$ cat src/rtl/sync_filter_pkg.sv
// Shared limits and sizing helper for the synchronizer/filter bank.
package sync_filter_pkg;

    localparam int MIN_SYNC_STAGES   = 2;
    localparam int MIN_FILTER_CYCLES = 1;

    // Filter counter width; never zero so the counter port stays legal when F<=2.
    function automatic int cnt_width(input int f);
        int w;
        w = $clog2(f);
        return (w < 1) ? 1 : w;
    endfunction

endpackage

$ cat src/rtl/sync_filter_ch.sv
// One channel: synchronizer flop chain, persistence filter and registered edge pulses.
module sync_filter_ch
    import sync_filter_pkg::*;
#(
    parameter int   SYNC_STAGES   = 2,
    parameter int   FILTER_CYCLES = 4,
    parameter logic RESET_VAL     = 1'b0
) (
    input  logic clk,
    input  logic rst,
    input  logic async_in,
    output logic sync_out,
    output logic rise_pulse,
    output logic fall_pulse
);

    localparam int CW = cnt_width(FILTER_CYCLES);

    generate
        if (SYNC_STAGES < MIN_SYNC_STAGES) begin : g_bad_stages
            $error("sync_filter_ch: SYNC_STAGES must be >= %0d", MIN_SYNC_STAGES);
        end
        if (FILTER_CYCLES < MIN_FILTER_CYCLES) begin : g_bad_filter
            $error("sync_filter_ch: FILTER_CYCLES must be >= %0d", MIN_FILTER_CYCLES);
        end
    endgenerate

    // Pure flop chain: tools must not retime, merge or pack these into shift registers.
    (* ASYNC_REG = "TRUE", shreg_extract = "no", dont_touch = "true" *)
    logic [SYNC_STAGES-1:0] r_sync_chain;

    logic r_sync_out;
    logic r_rise;
    logic r_fall;
    logic w_sync_s;
    logic w_differs;
    logic w_accept;

    always_ff @(posedge clk or posedge rst) begin
        if (rst) begin
            r_sync_chain <= {SYNC_STAGES{RESET_VAL}};
        end else begin
            r_sync_chain <= {r_sync_chain[SYNC_STAGES-2:0], async_in};
        end
    end

    assign w_sync_s  = r_sync_chain[SYNC_STAGES-1];
    assign w_differs = (w_sync_s != r_sync_out);

    generate
        if (FILTER_CYCLES == 1) begin : g_no_filter
            assign w_accept = w_differs;
        end else begin : g_filter
            localparam logic [CW-1:0] CNT_LAST = CW'(FILTER_CYCLES - 1);
            logic [CW-1:0] r_cnt;

            // Any cycle agreeing with the accepted level restarts the count from zero.
            always_ff @(posedge clk or posedge rst) begin
                if (rst) begin
                    r_cnt <= '0;
                end else if (!w_differs || (r_cnt == CNT_LAST)) begin
                    r_cnt <= '0;
                end else begin
                    r_cnt <= r_cnt + CW'(1);
                end
            end

            assign w_accept = w_differs && (r_cnt == CNT_LAST);
        end
    endgenerate

    always_ff @(posedge clk or posedge rst) begin
        if (rst) begin
            r_sync_out <= RESET_VAL;
            r_rise     <= 1'b0;
            r_fall     <= 1'b0;
        end else begin
            r_rise <= w_accept &  w_sync_s;
            r_fall <= w_accept & ~w_sync_s;
            if (w_accept) begin
                r_sync_out <= w_sync_s;
            end
        end
    end

    assign sync_out   = r_sync_out;
    assign rise_pulse = r_rise;
    assign fall_pulse = r_fall;

endmodule

$ cat src/rtl/sync_filter_bank.sv
// Bank of independent synchronizer/filter channels with an aggregate change flag.
module sync_filter_bank
    import sync_filter_pkg::*;
#(
    parameter int   NUM_CH        = 4,
    parameter int   SYNC_STAGES   = 2,
    parameter int   FILTER_CYCLES = 4,
    parameter logic RESET_VAL     = 1'b0
) (
    input  logic              clk,
    input  logic              rst,
    input  logic [NUM_CH-1:0] async_in,
    output logic [NUM_CH-1:0] sync_out,
    output logic [NUM_CH-1:0] rise_pulse,
    output logic [NUM_CH-1:0] fall_pulse,
    output logic              changed
);

    generate
        if (NUM_CH < 1) begin : g_bad_num_ch
            $error("sync_filter_bank: NUM_CH must be >= 1");
        end
        if (SYNC_STAGES < MIN_SYNC_STAGES) begin : g_bad_stages
            $error("sync_filter_bank: SYNC_STAGES must be >= %0d", MIN_SYNC_STAGES);
        end
    endgenerate

    genvar gi;
    generate
        for (gi = 0; gi < NUM_CH; gi++) begin : g_ch
            sync_filter_ch #(
                .SYNC_STAGES   (SYNC_STAGES),
                .FILTER_CYCLES (FILTER_CYCLES),
                .RESET_VAL     (RESET_VAL)
            ) u_ch (
                .clk        (clk),
                .rst        (rst),
                .async_in   (async_in[gi]),
                .sync_out   (sync_out[gi]),
                .rise_pulse (rise_pulse[gi]),
                .fall_pulse (fall_pulse[gi])
            );
        end
    endgenerate

    // Pulses are already registered, so this OR adds no extra cycle of latency.
    assign changed = (|rise_pulse) | (|fall_pulse);

endmodule

$ cat config.mk
export PLATFORM = sky130hd
export DESIGN_NAME = sync_filter_bank
export DESIGN_NICKNAME = d
export VERILOG_FILES = /design/src/rtl/sync_filter_pkg.sv /design/src/rtl/sync_filter_ch.sv /design/src/rtl/sync_filter_bank.sv
export SDC_FILE = /design/constraint.sdc
export NUM_CORES = 1
export LEC_CHECK = 0
export CAP_MARGIN = 25
export CORE_MARGIN = 3
export CORE_UTILIZATION = 53
export DETAILED_ROUTE_END_ITERATION = 16
export GPL_TIMING_DRIVEN = 0
export MAX_ROUTING_LAYER = met4
export PLACE_DENSITY = 0.8
export SYNTH_ARGS = -nofsm -noshare
export SYNTH_HDL_FRONTEND = slang
export SYNTH_SLANG_ARGS = --single-unit
$ cat constraint.sdc
create_clock -name clk -period 1.65 [get_ports clk]
set_input_delay 0.33 -clock clk [delete_from_list [all_inputs] [get_ports clk]]
set_output_delay 0.33 -clock clk [all_outputs]
set_load 0.02 [all_outputs]
==> impl_metrics.py <==
metrics = {
    "yosys": {
        "synth_top_area_cell": "dfrtp_1",
        "synthesis.nets": 90,
        "synthTopCellsByArea": "dfrtp_1 66%, buf_4 8.5%, ha_1 4.7%",
        "ys_seq_area_share_pct": 66.0,
        "synth_top_area_share_pct": 66.0,
        "syn_inst": 80,
        "avgSynthCellArea_um2": 13.3,
        "synthArstFlopShare_pct": 100,
        "synth_seq_cells": 28,
        "synthTopCellsByCount": "28 x dfrtp_1, 12 x buf_4, 5 x inv_1, 5 x nand2_1",
        "ys.flop_type": "dfrtp_1",
        "syn_area_mm2": 0.00106,
        "synth-edff-count": 0,
        "ys_warn_count": 0,
        "yosysMostFrequentCell": "dfrtp_1",
        "ys_types": 12,
    },
    "detailed_routing": {
        "drtIter0Drc": 4,
        "first_pass_iters": 3,
        "vias": 623,
        "viasPerCell": 4.79,
        "drtAntennaViolNets": 0,
        "wl_per_cell_um": 12.0,
        "drc": 0,
        "wl_um": 1570,
    },
    "final_layout": {
        "antenna_cells": 0,
        "area_delta_synth_final_pct": 27.2,
        "stdcell_area_mm2": 0.00135,
        "drive_gt1_share_pct": 24.8,
        "nets": 116,
    },
    "die": {
        "die_area_mm2": 0.00257,
        "fp.dieH_um": 50.7,
        "io_pins": 19,
        "start_util_pct": 58.9,
        "coreArea_mm2": 0.00180,
        "num_rows": 15,
        "dieWidth_um": 50.7,
    },
    "global_routing": {
        "use_met2_pct": 26.3,
        "antenna_found_initial": 0,
        "grt_pass1_wl_um": 2670,
        "gr-total-overflow": 0,
        "grt_usage_pct": 14.8,
        "grt_pass1_vias": 638,
        "top_usage_layer": "met2",
        "grt_use_met3_pct": 3.56,
        "grt_start_max_net_pins": 29,
        "grtUsageMet1_pct": 15.9,
    },
    "worst_setup_path": {
        "endpoint_kind": "primary output",
        "cp_max_fo": 2,
        "slowest_stage": "dfrtp_1",
        "path_cells": "nor4_2 -> nand2_1 -> buf_6",
        "worstSetupPathType": "reg -> out",
        "slowest_delay_ns": 0.43,
        "startpoint_type": "register",
        "rrSetupSlack_ns": 0.65,
        "crit_arrival_ns": 1.27,
        "cp.required_ns": 1.32,
    },
    "placed_design": {
        "postPlaceCellArea_mm2": 0.00127,
        "gp_congestion": 0.741,
        "portBuffers": 18,
        "hpwl_um": 1110,
    },
    "sta": {
        "fin_crit_sh_pct": 96.9,
        "rsz0062_at_grt": "true",
        "slew_headroom_pct": 77.0,
        "whs_ns": 0.237,
        "fin_crit_ns": 1.60,
        "maxSlewViolCount": 0,
        "fmax_mhz": 626,
        "hold_viol_final": 0,
        "worstMarginPinSlew_ns": 0.345,
        "finClkSkew_ns": 0.00772,
        "setup_violations": 0,
    },
    "clock_network": {
        "clkTransAtPathRegs_ns": 0.14,
        "hold_buffers": 0,
        "root_buffer": "clkbuf_4",
        "tritoncts": "built",
        "clockBufferDepth": 2,
        "insertion_delay_ns": 0.33,
        "htree_num_levels": 1,
        "numCtsBuffers": 3,
        "cts_num_sinks": 28,
    },
    "status": {
        "outcome": "completed",
    },
    "job": {
        "drv_cap": 0,
    },
    "power_and_ir_drop": {
        "cellPowerDensity_mw_per_mm2": 1380,
        "peakVddDrop_mv": 1.05,
        "p_leak_uw": 0.000705,
    },
    "hold_path": {
        "hold_class": "in -> async",
    },
}
cell families after synthesis:
family	after synthesis	share of synthesized area, %
DFF	28	66.0
and+or+nand+nor	23	13.8
buffers and inverters	17	10.3
AOI/OAI and AO/OA	4	1.89
xor gates and xnor gates	4	3.30
adders and majority gates	4	4.72
per-layer routing:
layer	vias up	routed length (µm)	part of all wire (%)
li1	303	-	-
met1	303	651	42
met2	15	807	52
met3	2	80	5.1
met4	0	26	1.7
met5	-	0	0
layout by cell type, fill, tap and decap left out, types with 2 or more instances in the layout:
cell / Yosys / layout
buf_4: 12 / 14
clkbuf_4: 0 / 3
clkdlybuf4s50_1: 0 / 5
dfrtp_1: 28 / 28
dlygate4sd2_1: 0 / 12
ha_1: 4 / 4
inv_1: 5 / 5
nand2_1: 5 / 5
nor2_1: 4 / 4
nor3_1: 4 / 4
nor3b_1: 4 / 4
nor3b_2: 4 / 4
nor4_2: 0 / 2
o21ai_0: 4 / 4
xnor2_1: 4 / 4
flip-flops by register name (all words and copies together), names as in the netlist:
register                  flops
g_ch.u_ch.fall_pulse          4
g_ch.u_ch.g_filter.r_cnt      8
g_ch.u_ch.r_sync_chain        8
g_ch.u_ch.rise_pulse          4
g_ch.u_ch.sync_out            4
cell type report:
class | instances | area (µm²)
sequential | 28 | 701
fill | 125 | 452
multi-input combinational | 35 | 264
timing repair buffer | 21 | 209
buffer | 12 | 90.1
clock buffer | 4 | 36.3
tap | 25 | 31.3
inverter | 5 | 18.8
per-stage QoR:
step / utilization (%) / TNS (ns) / worst slack [ns] / power [µW] / instances
4_1_cts: 72.7 / 0 / 0.0396 / 1860 / 129
5_1_grt: 74.9 / -0.0612 / -0.0612 / 2000 / 130
6_report: 74.9 / 0 / 0.0514 / 1870 / 130
2_1_floorplan: - / 0 / 0.536 / 1340 / 80
3_3_place_gp: 70.6 / 0 / 0.0818 / 1520 / 123
3_5_place_dp: 70.6 / -0.00239 / -0.00239 / 1560 / 123
repair_timing:
item | CTS | global route
setup buffers | 2 | 0
gates resized for setup | 17 | 3
endpoints found under the setup margin | 13 | 1
endpoints found under the hold margin | 0 | 0
pin swaps | 0 | 1
critical path: cells and delay by family, from the launching register on:
| family | cells | cell delay [ns] |
|---|---|---|
| DFF | 1 | 0.43 |
| and+or+nand+nor | 2 | 0.38 |
| buffers and inverters | 1 | 0.14 |
worst paths after layout:
path	start	endpoint	depth (start not counted)
max in group asynchronous	rst	g_ch[1].u_ch.r_sync_chain[0]	3
setup / recovery	g_ch[2].u_ch.fall_pulse	changed	3
min in group clk	g_ch[0].u_ch.r_sync_chain[0]	g_ch[0].u_ch.r_sync_chain[1]	0
hold / removal	rst	g_ch[0].u_ch.g_filter.r_cnt[1]	2
setup reg to reg	g_ch[0].u_ch.g_filter.r_cnt[0]	g_ch[0].u_ch.sync_out	3
hold reg to reg	g_ch[0].u_ch.r_sync_chain[0]	g_ch[0].u_ch.r_sync_chain[1]	0
where the power goes:
group	leakage [µW]	total [µW]	internal (µW)	switching, µW
Combinational	0.000326	629	331	298
Clock	0.0000210	322	135	187
Sequential	0.000358	917	828	89.8
Power figures use the tool's default switching activity.
